==> src/rtl/mmio_display_ctrl_pkg.sv <==
// mmio_display_pkg: shared address map, segment width and CTRL field layout
package mmio_display_pkg;
  localparam int SEG_W = 7;
  localparam int MAX_DIGITS = 8;
  localparam int CTRL_EN_BIT = 0;
  localparam int CTRL_BLANK_LSB = 8;
  localparam int CTRL_BLANK_W = 8;
  typedef enum logic [3:0] {
    ADDR_DISP_LO = 4'h0,
    ADDR_DISP_HI = 4'h1,
    ADDR_CTRL    = 4'h2,
    ADDR_SW      = 4'h4,
    ADDR_SW_CHG  = 4'h5
  } io_addr_e;
endpackage

==> src/rtl/mmio_display_ctrl_if.sv <==
// mmio_display_ctrl_if: MIPS IO bus (word address, write strobe/data, combinational read data)
interface mmio_display_ctrl_if;
  logic [3:0]  IOAddr;
  logic        IOWriteEn;
  logic [31:0] IOWriteData;
  logic [31:0] IOReadData;
  modport master (output IOAddr, IOWriteEn, IOWriteData, input IOReadData);
  modport slave  (input IOAddr, IOWriteEn, IOWriteData, output IOReadData);
endinterface

==> src/rtl/mmio_display_ctrl_debouncer.sv <==
// switch_debouncer: two-flop synchroniser plus counter debouncer for a switch vector
//   CLK, RESET   clock, async active-high reset
//   i_sw         raw asynchronous switches
//   o_deb        debounced value
//   o_changed    bits that flip on this cycle's debounced update (zero otherwise)
module switch_debouncer #(
  parameter int SW_W = 2,
  parameter int DEB_CYC = 50000
) (
  input  logic            CLK,
  input  logic            RESET,
  input  logic [SW_W-1:0] i_sw,
  output logic [SW_W-1:0] o_deb,
  output logic [SW_W-1:0] o_changed
);
  localparam int CW = $clog2(DEB_CYC + 1);
  logic [SW_W-1:0] r_s1, r_s2, r_deb;
  logic [CW-1:0] r_cnt;
  logic w_diff, w_fire;
  assign w_diff = r_s2 != r_deb;
  // the counter only tracks "differs from debounced", so any run of DEB_CYC differing cycles commits
  assign w_fire = w_diff && r_cnt == CW'(DEB_CYC - 1);
  always_ff @(posedge CLK or posedge RESET)
    if (RESET) begin
      r_s1 <= '0;
      r_s2 <= '0;
      r_deb <= '0;
      r_cnt <= '0;
    end else begin
      r_s1 <= i_sw;
      r_s2 <= r_s1;
      r_cnt <= (w_diff && !w_fire) ? r_cnt + CW'(1) : '0;
      if (w_fire) r_deb <= r_s2;
    end
  assign o_deb = r_deb;
  assign o_changed = w_fire ? r_s2 ^ r_deb : '0;
endmodule

==> src/rtl/mmio_display_ctrl.sv <==
// mmio_display_ctrl: MMIO peripheral driving a multiplexed 7-segment display and debounced switches
//   CLK, RESET   clock, async active-high reset
//   bus          IO bus slave: DISP_LO/DISP_HI/CTRL (R/W), SW (RO), SW_CHG (W1C)
//   SWITCHES     raw switch inputs
//   LED, AN      active-low segments and digit anodes, registered
module mmio_display_ctrl
  import mmio_display_pkg::*;
#(
  parameter int NUM_DIGITS = 4,
  parameter int REFRESH_BITS = 16,
  parameter int SW_W = 2,
  parameter int DEB_CYC = 50000
) (
  input  logic                  CLK,
  input  logic                  RESET,
  mmio_display_ctrl_if.slave    bus,
  input  logic [SW_W-1:0]       SWITCHES,
  output logic [SEG_W-1:0]      LED,
  output logic [NUM_DIGITS-1:0] AN
);
  localparam int DW = SEG_W * MAX_DIGITS;
  localparam int HALF = DW / 2;
  // fields of absent digits are masked off at write time so they always read 0
  localparam logic [63:0] W_MASK64 = (64'd1 << (SEG_W * NUM_DIGITS)) - 64'd1;
  localparam logic [DW-1:0] DMASK = W_MASK64[DW-1:0];
  logic [DW-1:0] r_disp;
  logic r_en;
  logic [CTRL_BLANK_W-1:0] r_blank;
  logic [SW_W-1:0] r_chg;
  logic [REFRESH_BITS-1:0] r_ref;
  logic [2:0] r_idx;
  logic [NUM_DIGITS-1:0] r_an;
  logic [SEG_W-1:0] r_led;
  logic [SW_W-1:0] w_deb, w_changed;
  logic w_wr_lo, w_wr_hi, w_wr_ctrl, w_wr_chg, w_dark;
  logic [SEG_W-1:0] w_seg;
  logic [NUM_DIGITS-1:0] w_an;
  switch_debouncer #(.SW_W(SW_W), .DEB_CYC(DEB_CYC)) u_deb (
    .CLK(CLK), .RESET(RESET), .i_sw(SWITCHES), .o_deb(w_deb), .o_changed(w_changed)
  );
  assign w_wr_lo = bus.IOWriteEn && bus.IOAddr == ADDR_DISP_LO;
  assign w_wr_hi = bus.IOWriteEn && bus.IOAddr == ADDR_DISP_HI;
  assign w_wr_ctrl = bus.IOWriteEn && bus.IOAddr == ADDR_CTRL;
  assign w_wr_chg = bus.IOWriteEn && bus.IOAddr == ADDR_SW_CHG;
  assign w_dark = !r_en || r_blank[r_idx];
  assign w_seg = r_disp[r_idx*SEG_W +: SEG_W];
  assign w_an = ~(NUM_DIGITS'(1) << r_idx);
  always_ff @(posedge CLK or posedge RESET)
    if (RESET) begin
      r_disp <= '0;
      r_en <= 1'b1;
      r_blank <= '0;
      r_chg <= '0;
      r_ref <= '0;
      r_idx <= '0;
      r_an <= '1;
      r_led <= '1;
    end else begin
      if (w_wr_lo) r_disp[HALF-1:0] <= bus.IOWriteData[HALF-1:0] & DMASK[HALF-1:0];
      if (w_wr_hi) r_disp[DW-1:HALF] <= bus.IOWriteData[HALF-1:0] & DMASK[DW-1:HALF];
      if (w_wr_ctrl) begin
        r_en <= bus.IOWriteData[CTRL_EN_BIT];
        r_blank <= bus.IOWriteData[CTRL_BLANK_LSB +: CTRL_BLANK_W];
      end
      // clear first, then OR in new changes so a simultaneous set wins
      r_chg <= (r_chg & ~(w_wr_chg ? bus.IOWriteData[SW_W-1:0] : '0)) | w_changed;
      r_ref <= r_ref + 1'b1;
      if (&r_ref) r_idx <= (r_idx == 3'(NUM_DIGITS - 1)) ? 3'd0 : r_idx + 3'd1;
      r_an <= w_dark ? '1 : w_an;
      r_led <= w_dark ? '1 : ~w_seg;
    end
  assign LED = r_led;
  assign AN = r_an;
  assign bus.IOReadData = bus.IOAddr == ADDR_DISP_LO ? {4'b0, r_disp[HALF-1:0]} :
                          bus.IOAddr == ADDR_DISP_HI ? {4'b0, r_disp[DW-1:HALF]} :
                          bus.IOAddr == ADDR_CTRL    ? {16'b0, r_blank, 7'b0, r_en} :
                          bus.IOAddr == ADDR_SW      ? 32'(w_deb) :
                          bus.IOAddr == ADDR_SW_CHG  ? 32'(r_chg) : 32'd0;
endmodule

==> src/flat_wrapper.sv <==
// flat-port wrapper written by rule: the top's interface ports become plain ports
module mmio_display_ctrl_flat import mmio_display_pkg::*;
#(
  parameter int NUM_DIGITS = 4,
  parameter int REFRESH_BITS = 16,
  parameter int SW_W = 2,
  parameter int DEB_CYC = 50000
)
  (CLK, RESET, SWITCHES, LED, AN, bus_IOAddr, bus_IOWriteEn, bus_IOWriteData, bus_IOReadData);
  mmio_display_ctrl_if bus_i ();
  input  logic CLK;
  input  logic RESET;
  input  logic [SW_W-1:0] SWITCHES;
  output logic [SEG_W-1:0] LED;
  output logic [NUM_DIGITS-1:0] AN;
  input wire logic [$bits(bus_i.IOAddr)-1:0] bus_IOAddr;
  input wire logic [$bits(bus_i.IOWriteEn)-1:0] bus_IOWriteEn;
  input wire logic [$bits(bus_i.IOWriteData)-1:0] bus_IOWriteData;
  output wire logic [$bits(bus_i.IOReadData)-1:0] bus_IOReadData;
  assign bus_i.IOAddr = bus_IOAddr;
  assign bus_i.IOWriteEn = bus_IOWriteEn;
  assign bus_i.IOWriteData = bus_IOWriteData;
  assign bus_IOReadData = bus_i.IOReadData;
  mmio_display_ctrl #(.NUM_DIGITS(NUM_DIGITS), .REFRESH_BITS(REFRESH_BITS), .SW_W(SW_W), .DEB_CYC(DEB_CYC)) u_core (.CLK(CLK), .RESET(RESET), .bus(bus_i), .SWITCHES(SWITCHES), .LED(LED), .AN(AN));
endmodule
==> config.mk <==
export PLATFORM = sky130hd
export DESIGN_NAME = mmio_display_ctrl_flat
export DESIGN_NICKNAME = d
export VERILOG_FILES = /design/src/rtl/mmio_display_ctrl_pkg.sv /design/src/rtl/mmio_display_ctrl_if.sv /design/src/rtl/mmio_display_ctrl_debouncer.sv /design/src/rtl/mmio_display_ctrl.sv /design/src/flat_wrapper.sv
export SDC_FILE = /design/constraint.sdc
export NUM_CORES = 1
export LEC_CHECK = 0
export ABC_AREA = 0
export BUFFER_PORTS_ARGS = -buffer_cell sky130_fd_sc_hd__buf_4
export CAP_MARGIN = 25
export CORE_MARGIN = 2
export CORE_UTILIZATION = 30
export CTS_BUF_LIST = sky130_fd_sc_hd__clkbuf_8 sky130_fd_sc_hd__clkbuf_16
export CTS_CLUSTER_DIAMETER = 120
export DETAILED_ROUTE_END_ITERATION = 10
export SYNTH_ARGS = -nofsm -noshare
export SYNTH_HDL_FRONTEND = slang
export SYNTH_HIERARCHICAL = 1
export SYNTH_SLANG_ARGS = --single-unit
export TNS_END_PERCENT = 100
==> constraint.sdc <==
create_clock -name CLK -period 5.2 [get_ports CLK]
set_input_delay 1.56 -clock CLK [delete_from_list [all_inputs] [get_ports CLK]]
set_output_delay 1.56 -clock CLK [all_outputs]
set_load 0.03 [all_outputs]
==> summary.txt, run 1 <==
Die
  • DIE AREA: about 16000 µm²
  • Core area: approximately 14000 µm²
  • Initial Util: a little under a third
  • Die Wd: about 130 µm
  • I/O pin count: 84
  • DIE HEIGHT: between 100 and 150 µm
  • Row count: 44

Power and ir drop
  • Clock power frac: 36.6%
  • Worst IR Drop VDD: 0.2312 mV
  • Psw: approximately 450 µW
  • Reg power frac: about half
  • PwrDens: approximately 330 nW/µm²
  • Logic pwr share: about 15%
  • Switch share: around a quarter
  • Pint: about 1400 µW
  • Leak pwr: 0.002534 µW

STA
  • Final TNS setup: 0 ns
  • Fin crit share: 82.81%
  • Max frequency: approximately 230 MHz
  • Final setup skew: 0.007322 ns
  • Slew Viols, Final: 0
  • # setup viols final: 0
  • Crit path time final: about 4.3 ns
  • Final WS setup: 0.8939 ns
  • RSZ-0062 raised after global routing: false
  • Worst slew margin: 45.11%
  • Hold Fails Final Rpt: 0
  • Worst-margin pin slew: 0.8225 ns

Logic synthesis
  • Post-synthesis mux area share: ~17%
  • Main combinational cell family by area after synthesis: simple AND/OR/NAND/NOR gates
  • Synthesis-stage register bit count: 91
  • Yosys warns: 6
  • Post-Syn Area per Cell: around 13 µm²
  • Synth top area cells: dfrtp_1, mux2_4, dfstp_2
  • Synth Instances: between 300 and 400
  • Synth Area in Simple Gates: 17.56%
  • Xor/xnor share of the synthesized area: between 5 and 6%
  • Distinct cell type count after synthesis: 45
  • Post-Synth Adder-Cell Area: around 1.7%
  • Post-synthesis compound-gate area fraction: 2.809%
  • Area share of the largest cell type after synthesis: 44.82%
  • Seq/Total Area, Yosys: between 50 and 60%
  • Syn Std Cell Area: ~4400 µm²
  • Post-synth top area cell: dfrtp_1

Placement
  • Placed cells: around 600
  • Final HPWL DP: approximately 6300 µm
  • PortBufs: 75
  • Dpl cell area: 5134 µm²
  • Worst slack, placed: 0.8797 ns
  • RD Place Congestion: 0.7773

Global routing
  • Largest net degree at the start of global routing: 36
  • Vias in the first global route: 2857
  • First-pass GRT wire length: ~15000 µm
  • Gr usage total: a little under an eighth
  • Grt total ovfl: 0
  • Initial antenna violation count: 0

Min path
  • HP Class: flop to flop
  • Worst hold start: u_core/u_deb/r_s1[1]
  • Min-Delay Endpoint: u_core/u_deb/r_s2[1]
  • Hold path depth: 0

Finish
  • Fin nets: 462
  • N_diodes: 0
  • Area Growth Syn to Fin: 23.35%
  • Design area: roughly 5400 µm²
  • Core Util, Final: 37.72%
  • Layout Cells excl Fill: 604
  • Register area: between 2000 and 2500 µm²
  • # fillers: between 1k and 1.5k
  • Share of post-route cells with drive strength above 1: 40.24%
  • Multi-input logic area: just under 2000 µm²

CTS
  • Clock latency on the worst-skew pair: roughly 0.33 ns
  • Root Driver: clkbuf_16
  • TritonCTS clock tree: done
  • Hold-fix buffers at CTS: 0
  • Setup Buffers After CTS: 0
  • Cts bufs inserted: 9
  • H-tree levels: 3
  • TritonCTS Sinks: 91
  • Worst-path clk slew: around 0.060 ns
  • CTS resizes: 0
  • Clock Path Buffers: 2

Critical path
  • R2R Path End: u_core/AN[0]
  • CP Class: input port to output pin
  • Worst EP arrival: around 2.8 ns
  • CP Launch Type: input port
  • Most used cell along the critical path: buf_4
  • Data required, critical path: around 3.6 ns
  • CP max FO: 9
  • Crit-path cells: buf_4, nor4b_4, a22o_1, buf_4
  • CP Capture Type: output pin
  • Crit-path slowest cell: nor4b_4
  • Slowest Stage Delay on Critical Path: 0.62 ns
  • Reg-to-Reg Start: u_core/r_idx[0]
  • Reg2Reg Depth: 4
  • FF-to-FF setup slack: around 3.2 ns

Drt
  • ANT nets after route: 0
  • DRC viols: 0
  • Drt pass-1 iters: 4
  • Vias: between 2k and 3k
  • Initial drt markers: about 120
  • Via density: approximately 4.6
  • DR WL/cell: ~15 µm
  • Routed WL: about 9000 µm

Job
  • Max-cap violations: 0

Run status
  • Status: finished, final reports clean
metal layers:
metal | GRT usage [%] | routed length (µm) | vias up
met1 | 16.07 | 4040 | 1405
met4 | 3.595 | 105 | 0
met5 | 0 | 0 | -
li1 | - | - | 1328
met3 | 3.081 | 402 | 12
met2 | 19.09 | 4420 | 54
flip-flops by register name (all words and copies together), names as in the netlist, 3 cells and up:
signal,flops
u_core/r_disp,28
u_core/r_ref,16
u_core/u_deb/r_cnt,16
u_core/r_blank,8
u_core/LED,7
u_core/AN,4
u_core/r_idx,3
cells by family after synthesis:
kind of cell               count (synthesis)
DFF                                       91
xor gates and xnor gates                  30
adders and majority gates                  6
and+or+nand+nor                          118
buffers and inverters                     26
muxes                                     50
AOI/OAI and AO/OA                         16
other                                      1
final cells by class:
cell class              count  area share, %
flip-flops and latches     91          42.13
multi-input cells         224          36.48
repair buffers             78          10.76
clock buffers              11          4.646
well taps                 184          4.232
clock inverters             5         0.9890
inverters                  11         0.7590
worst max-delay path by stage:
stage                  start            endpoint  cells after the start
2_1_floorplan  bus_IOAddr[2]   bus_IOReadData[0]                      4
3_3_place_gp   bus_IOAddr[0]  bus_IOReadData[14]                      4
3_5_place_dp   bus_IOAddr[0]  bus_IOReadData[13]                      4
4_1_cts        bus_IOAddr[0]  bus_IOReadData[13]                      4
5_1_grt        bus_IOAddr[0]  bus_IOReadData[15]                      4
6_report       bus_IOAddr[0]  bus_IOReadData[13]                      4
power groups by stage:
stage / logic (µW) / clock network [µW] / registers, µW
after floorplan: 180 / 0 / 882
after global placement: 268 / 0 / 877
after detailed placement: 275 / 0 / 882
after CTS: 276 / 679 / 871
after global routing: 295 / 719 / 885
final: 272 / 659 / 872
placed cells by master, fill, tap and decap left out, drive strengths merged, types with 9 or more instances in the layout:
| master | netlist | layout |
|---|---|---|
| dfrtp | 79 | 79 |
| nand3 | 12 | 12 |
| inv | 11 | 13 |
| nor2 | 24 | 24 |
| and2 | 20 | 20 |
| mux2 | 40 | 40 |
| xnor2 | 22 | 22 |
| buf | 11 | 78 |
| dfstp | 12 | 12 |
| nand4 | 11 | 11 |
| nand2 | 23 | 23 |
| clkbuf | 4 | 11 |
| nor4 | 9 | 9 |
synth_stat cells:
cell type	count
a21o_1	2
a21oi_1	2
a22o_1	8
a2bb2oi_1	1
and2_1	20
and3_1	1
and4_1	2
and4b_1	1
and4bb_1	1
and4bb_2	1
buf_1	1
buf_2	2
buf_4	4
buf_6	4
clkbuf_1	4
conb_1	1
dfrtp_1	79
dfstp_2	12
ha_1	6
inv_1	11
mux2_2	18
mux2_4	22
mux2i_1	2
mux4_2	8
nand2_1	20
nand2_2	1
nand2_4	2
nand3_1	12
nand4_1	9
nand4_4	2
nand4b_4	1
nor2_1	21
nor2_2	3
nor3_1	7
nor3b_1	2
nor4_1	5
nor4_2	2
nor4_4	2
nor4b_4	2
nor4bb_1	1
o21a_1	1
o21ai_0	1
o31ai_1	1
xnor2_1	22
xor2_1	8
worst max-delay path: cells and delay by family:
kind / cells / cell delay [ns]
simple gates: 1 / 0.62
buf+inv: 2 / 0.31
compound gates: 1 / 0.25
through the flow:
| step | total power, µW | hold WS [ns] |
|---|---|---|
| finish | 1803 | 0.3533 |
| global route | 1898 | 0.3666 |
| CTS | 1827 | 0.3569 |
| detailed placement | 1157 | 0.3428 |
| global placement | 1146 | 0.3365 |
| floorplan | 1061 | 0.3312 |
No activity file was read; power rests on OpenSTA's default activity.
==> run 2: changes to the inputs <==
Clock period 5.2 ns to 4.3 ns, I/O delays scaled along.
==> run 2 against run 1 <==
- design area shrank 0.85%
- utilization fell by 0.32 points
- non-clock buffer count increased by 1
- via count grew 1.5%
- critical path depth is the same
- routed wire length is 0.43% higher
- setup slack worse by 0.40 ns
- register-to-register slack lost 0.88 ns
- sequential share of layout area rose by 0.36 points
- sequential power increased by 20%
- critical endpoint is now bus_IOReadData[15]
- final cell count up 0.17%
==> summary.txt, run 2 (same netlist as run 1, synthesis figures left out) <==
STA
  • Final TNS setup: 0 ns
  • Final setup skew: 0.008414 ns
  • Fin crit share: roughly nine tenths
  • Crit path time final: around 3.8 ns
  • RSZ-0062 raised after global routing: false
  • Max frequency: ~260 MHz
  • Hold Fails Final Rpt: 0
  • Worst-margin pin slew: ~0.83 ns
  • Slew Viols, Final: 0
  • # setup viols final: 0
  • Hold Worst Slack: ~0.35 ns
  • Worst slew margin: between 40 and 50%

Global routing
  • Vias in the first global route: 2935
  • Initial antenna violation count: 0
  • Grt total ovfl: 0
  • Gr usage total: 11.97%
  • First-pass GRT wire length: 15080 µm
  • Largest net degree at the start of global routing: 36

Min path
  • HP Class: flop to flop
  • Worst hold start: u_core/u_deb/r_s1[0]
  • Hold path depth: 0
  • Min-Delay Endpoint: u_core/u_deb/r_s2[0]

Drt
  • Via density: about 4.7
  • Routed WL: around 9000 µm
  • ANT nets after route: 0
  • DR WL/cell: between 10 and 15 µm
  • DRC viols: 0
  • Initial drt markers: 82
  • Vias: 2842
  • Drt pass-1 iters: 4

Finish
  • Fin nets: approximately 460
  • Most frequent cells in the layout: buf_4, dfrtp_1, mux2_4, xnor2_1, nor2_1
  • Layout Cells excl Fill: slightly above 600
  • Area Growth Syn to Fin: 22.30%
  • Number of flip-flops in the largest register: 28
  • N_diodes: 0
  • Share of post-route cells with drive strength above 1: approximately two fifths
  • # fillers: 1422
  • Biggest register: u_core/r_disp
  • Leading registers by flop count: u_core/r_disp: 28 flops, u_core/r_ref: 16 flops, u_core/u_deb/r_cnt: 16 flops

Critical path
  • CP Capture Type: output pin
  • Reg-to-Reg Start: u_core/r_idx[0]
  • Data required, critical path: between 3 and 4 ns
  • FF-to-FF setup slack: about 2.3 ns
  • R2R Path End: u_core/AN[3]
  • Worst setup path start: bus_IOAddr[0]
  • CP Launch Type: input port
  • Worst EP arrival: about 2.5 ns
  • CP Class: input port to output pin
  • Reg2Reg Depth: 4
  • CP max FO: 9

Power and ir drop
  • Total power: ~2100 µW
  • PwrDens: between 300 and 400 nW/µm²
  • Leak pwr: roughly 0.0025 µW
  • Worst IR Drop VDD: roughly 0.23 mV

Placement
  • Placed cells: about 590
  • Final HPWL DP: 6319 µm
  • PortBufs: 75
  • RD Place Congestion: approximately 0.8

Die
  • DIE AREA: 15690 µm²
  • Row count: between 40 and 50
  • I/O pin count: between 80 and 90
  • Die Wd: about 130 µm
  • Initial Util: between 30% and 40%
  • DIE HEIGHT: roughly 130 µm
  • Core area: approximately 14000 µm²

Job
  • Max-cap violations: 0

CTS
  • Worst-path clk slew: about 0.060 ns
  • Hold-fix buffers at CTS: 0
  • Clock latency on the worst-skew pair: ~0.34 ns
  • TritonCTS Sinks: 91
  • Cts bufs inserted: 9
  • Setup Buffers After CTS: 0
  • H-tree levels: 3
  • Root Driver: clkbuf_16
  • TritonCTS clock tree: done
  • CTS resizes: 0
  • Clock Path Buffers: 2

Run status
  • Status: finished, final reports clean
-- run 2: cell count changes in the layout (fill, tap and decap cells not counted), sizes merged --
| cell | previous run | this run |
|---|---|---|
| bufinv | 1 | 0 |
| clkbuf | 11 | 9 |
| inv | 13 | 17 |
| clkinvlp | 1 | 0 |
| buf | 78 | 79 |
-- run 2: worst max path at each step --
stage / to / slack [ns] / depth (start not counted)
final: bus_IOReadData[15] / 0.49 / 4
after global routing: bus_IOReadData[15] / 0.44 / 4
after CTS: bus_IOReadData[15] / 0.49 / 4
after detailed placement: bus_IOReadData[15] / 0.50 / 4
after global placement: bus_IOReadData[14] / 0.51 / 4
after floorplan: bus_IOReadData[0] / 0.39 / 4
-- run 2: through the flow --
stage / utilization [%] / setup slack [ns] / cell area, µm²
after CTS: 37.40 / 0.4925 / 5394
final: 37.40 / 0.4949 / 5394
after floorplan: - / 0.3898 / 4422
after global routing: 37.40 / 0.4369 / 5394
after global placement: 35.64 / 0.5148 / 5141
after detailed placement: 35.64 / 0.4988 / 5141
-- run 2: report_power, final --
group,internal [µW],leakage (µW),total (µW),switching [µW]
registers,975,0.00114,1050,78.3
clock network,378,0.000147,684,306
logic,183,0.00124,329,146
total,1540,0.00253,2070,530
-- run 2: worst max-delay path, cell delays in order --
cell and delay (ns):
buf_4 0.15, nor4b_4 0.65, a22o_1 0.26, buf_4 0.16
-- run 2: routing by layer --
layer	wire [µm]	GRT usage, %
met5	0	0
met4	135	3.333
met3	305	3.509
met2	4424	19.15
met1	4142	15.92
-- run 2: final cells by class --
class,instances,area [µm²],area share [%]
flip-flops and latches,91,2292,42.50
multi-input cells,224,1984,36.79
repair buffers,79,593.1,11.00
well taps,184,230.2,4.268
clock buffers,9,225.2,4.175
inverters,11,41.29,0.7655
clock inverters,7,27.53,0.5103
==> run 3: changes to the inputs <==
Settings changed: PLACE_DENSITY set to 0.56.
==> run 3 against run 2 <==
- sequential power about the same
- register-to-register slack gained 0.10 ns
- die area unchanged
- largest power group unchanged
==> summary.txt, run 3 (same netlist as run 1, synthesis figures left out) <==
Run status
  • Status: finished, final reports clean

Die
  • DIE AREA: about 16000 µm²
  • Core area: about 14000 µm²
  • I/O pin count: 84
  • Row count: 44
  • Initial Util: 30.58%
  • Die Wd: 125.3 µm
  • DIE HEIGHT: 125.3 µm

Power and ir drop
  • PwrDens: 399.6 nW/µm²
  • Worst IR Drop VDD: 0.2425 mV
  • Leak pwr: about 0.0025 µW

Finish
  • Leading registers by flop count: u_core/r_disp: 28 flops, u_core/r_ref: 16 flops, u_core/u_deb/r_cnt: 16 flops
  • Layout Cells excl Fill: between 600 and 700
  • Number of flip-flops in the largest register: 28
  • Commonest non-fill, non-tap cell in the layout: dfrtp_1
  • Share of post-route cells with drive strength above 1: between 40% and 50%
  • Fin nets: about 460
  • Register area: 2292 µm²
  • Multi-input logic area: roughly 2000 µm²
  • N_diodes: 0
  • Most frequent cells in the layout: dfrtp_1, buf_4, mux2_4, xnor2_1, nor2_1
  • # fillers: 1411
  • Biggest register: u_core/r_disp
  • Area Growth Syn to Fin: 23.29%

STA
  • # setup viols final: 0
  • Final setup skew: ~0.010 ns
  • Worst slew margin: between 40% and 50%
  • Final TNS setup: 0 ns
  • Max frequency: around 260 MHz
  • Slew Viols, Final: 0
  • Fin crit share: 88.68%
  • RSZ-0062 raised after global routing: false
  • Worst-margin pin slew: slightly above 0.8 ns
  • Hold Fails Final Rpt: 0
  • Crit path time final: 3.813 ns

CTS
  • TritonCTS Sinks: a little over 90
  • Root Driver: clkbuf_16
  • CTS resizes: 0
  • Cts bufs inserted: 9
  • Setup Buffers After CTS: 0
  • Clock latency on the worst-skew pair: around 0.34 ns
  • TritonCTS clock tree: done
  • Clock Path Buffers: 2
  • H-tree levels: 3
  • Hold-fix buffers at CTS: 0
  • Worst-path clk slew: roughly 0.06 ns

Placement
  • Placed cells: between 500 and 600
  • RD Place Congestion: a little under 0.8
  • PortBufs: 75
  • Final HPWL DP: around 6400 µm

Critical path
  • FF-to-FF setup slack: around 2.4 ns
  • CP Capture Type: output pin
  • CP Launch Type: input port
  • Worst EP arrival: around 2.5 ns
  • Reg2Reg Depth: 4
  • Worst setup path start: bus_IOAddr[0]
  • Worst setup path end: bus_IOReadData[14]
  • Data required, critical path: around 3.0 ns
  • Reg-to-Reg Start: u_core/r_idx[0]
  • CP Class: input port to output pin
  • CP max FO: 9
  • R2R Path End: u_core/AN[0]

Min path
  • HP Class: flop to flop

Global routing
  • Gr usage total: 12.06%
  • Initial antenna violation count: 0
  • Grt total ovfl: 0
  • Largest net degree at the start of global routing: 46
  • Vias in the first global route: ~2.9k
  • First-pass GRT wire length: 15270 µm

Job
  • Max-cap violations: 0

Drt
  • Drt pass-1 iters: 4
  • Routed WL: about 9000 µm
  • Via density: between 4 and 5
  • DRC viols: 0
  • Vias: ~2.8k
  • Initial drt markers: 160
  • ANT nets after route: 0
  • DR WL/cell: 14.87 µm
==> run 3: stage by stage <==
| step | total power [µW] | setup WS (ns) | instance area [µm²] | hold WS [ns] | utilization, % |
|---|---|---|---|---|---|
| after global placement | 1388 | 0.5096 | 5134 | 0.3334 | 35.59 |
| after floorplan | 1284 | 0.3898 | 4422 | 0.3312 | - |
| after CTS | 2205 | 0.5004 | 5438 | 0.3542 | 37.70 |
| after global routing | 2286 | 0.4406 | 5438 | 0.3587 | 37.70 |
| after detailed placement | 1401 | 0.5029 | 5134 | 0.3358 | 35.59 |
| final | 2173 | 0.4869 | 5438 | 0.3511 | 37.70 |
==> run 3: worst min-delay path by stage <==
stage | from | end | slack, ns | depth (start not counted)
2_1_floorplan | u_core/u_deb/r_s1[0] | u_core/u_deb/r_s2[0] | 0.33 | 0
4_1_cts | u_core/u_deb/r_s1[1] | u_core/u_deb/r_s2[1] | 0.35 | 0
3_5_place_dp | u_core/u_deb/r_s1[1] | u_core/u_deb/r_s2[1] | 0.34 | 0
5_1_grt | u_core/u_deb/r_s1[0] | u_core/u_deb/r_s2[0] | 0.36 | 0
6_report | u_core/u_deb/r_s1[1] | u_core/u_deb/r_s2[1] | 0.35 | 0
3_3_place_gp | u_core/u_deb/r_s1[1] | u_core/u_deb/r_s2[1] | 0.33 | 0
==> run 3: area by class of cell <==
cell class                      instances  share of cell area [%]
Clock buffer                           10                   4.395
Clock inverter                          6                   1.197
Inverter                               11                  0.7593
Multi-Input combinational cell        224                   36.49
Sequential cell                        91                   42.15
Tap cell                              184                   4.234
Timing Repair Buffer                   78                   10.77
==> run 3: critical path: stages <==
cell and delay [ns]:
buf_4 0.15, nor4b_4 0.66, a22o_1 0.26, buf_4 0.16
==> run 3: routing by layer <==
| metal | track usage, % | vias to the layer above | share of wire (%) |
|---|---|---|---|
| met2 | 19.41 | 40 | 50 |
| met3 | 3.338 | 10 | 3.5 |
| li1 | - | 1334 | - |
| met5 | 0 | - | 0 |
| met4 | 3.333 | 0 | 1.1 |
| met1 | 16.05 | 1393 | 46 |
==> run 3: report_power, final <==
part	switching, µW	internal [µW]	leakage [µW]
logic	143	183	0.00124
clock network	326	466	0.000148
registers	80.3	974	0.00114
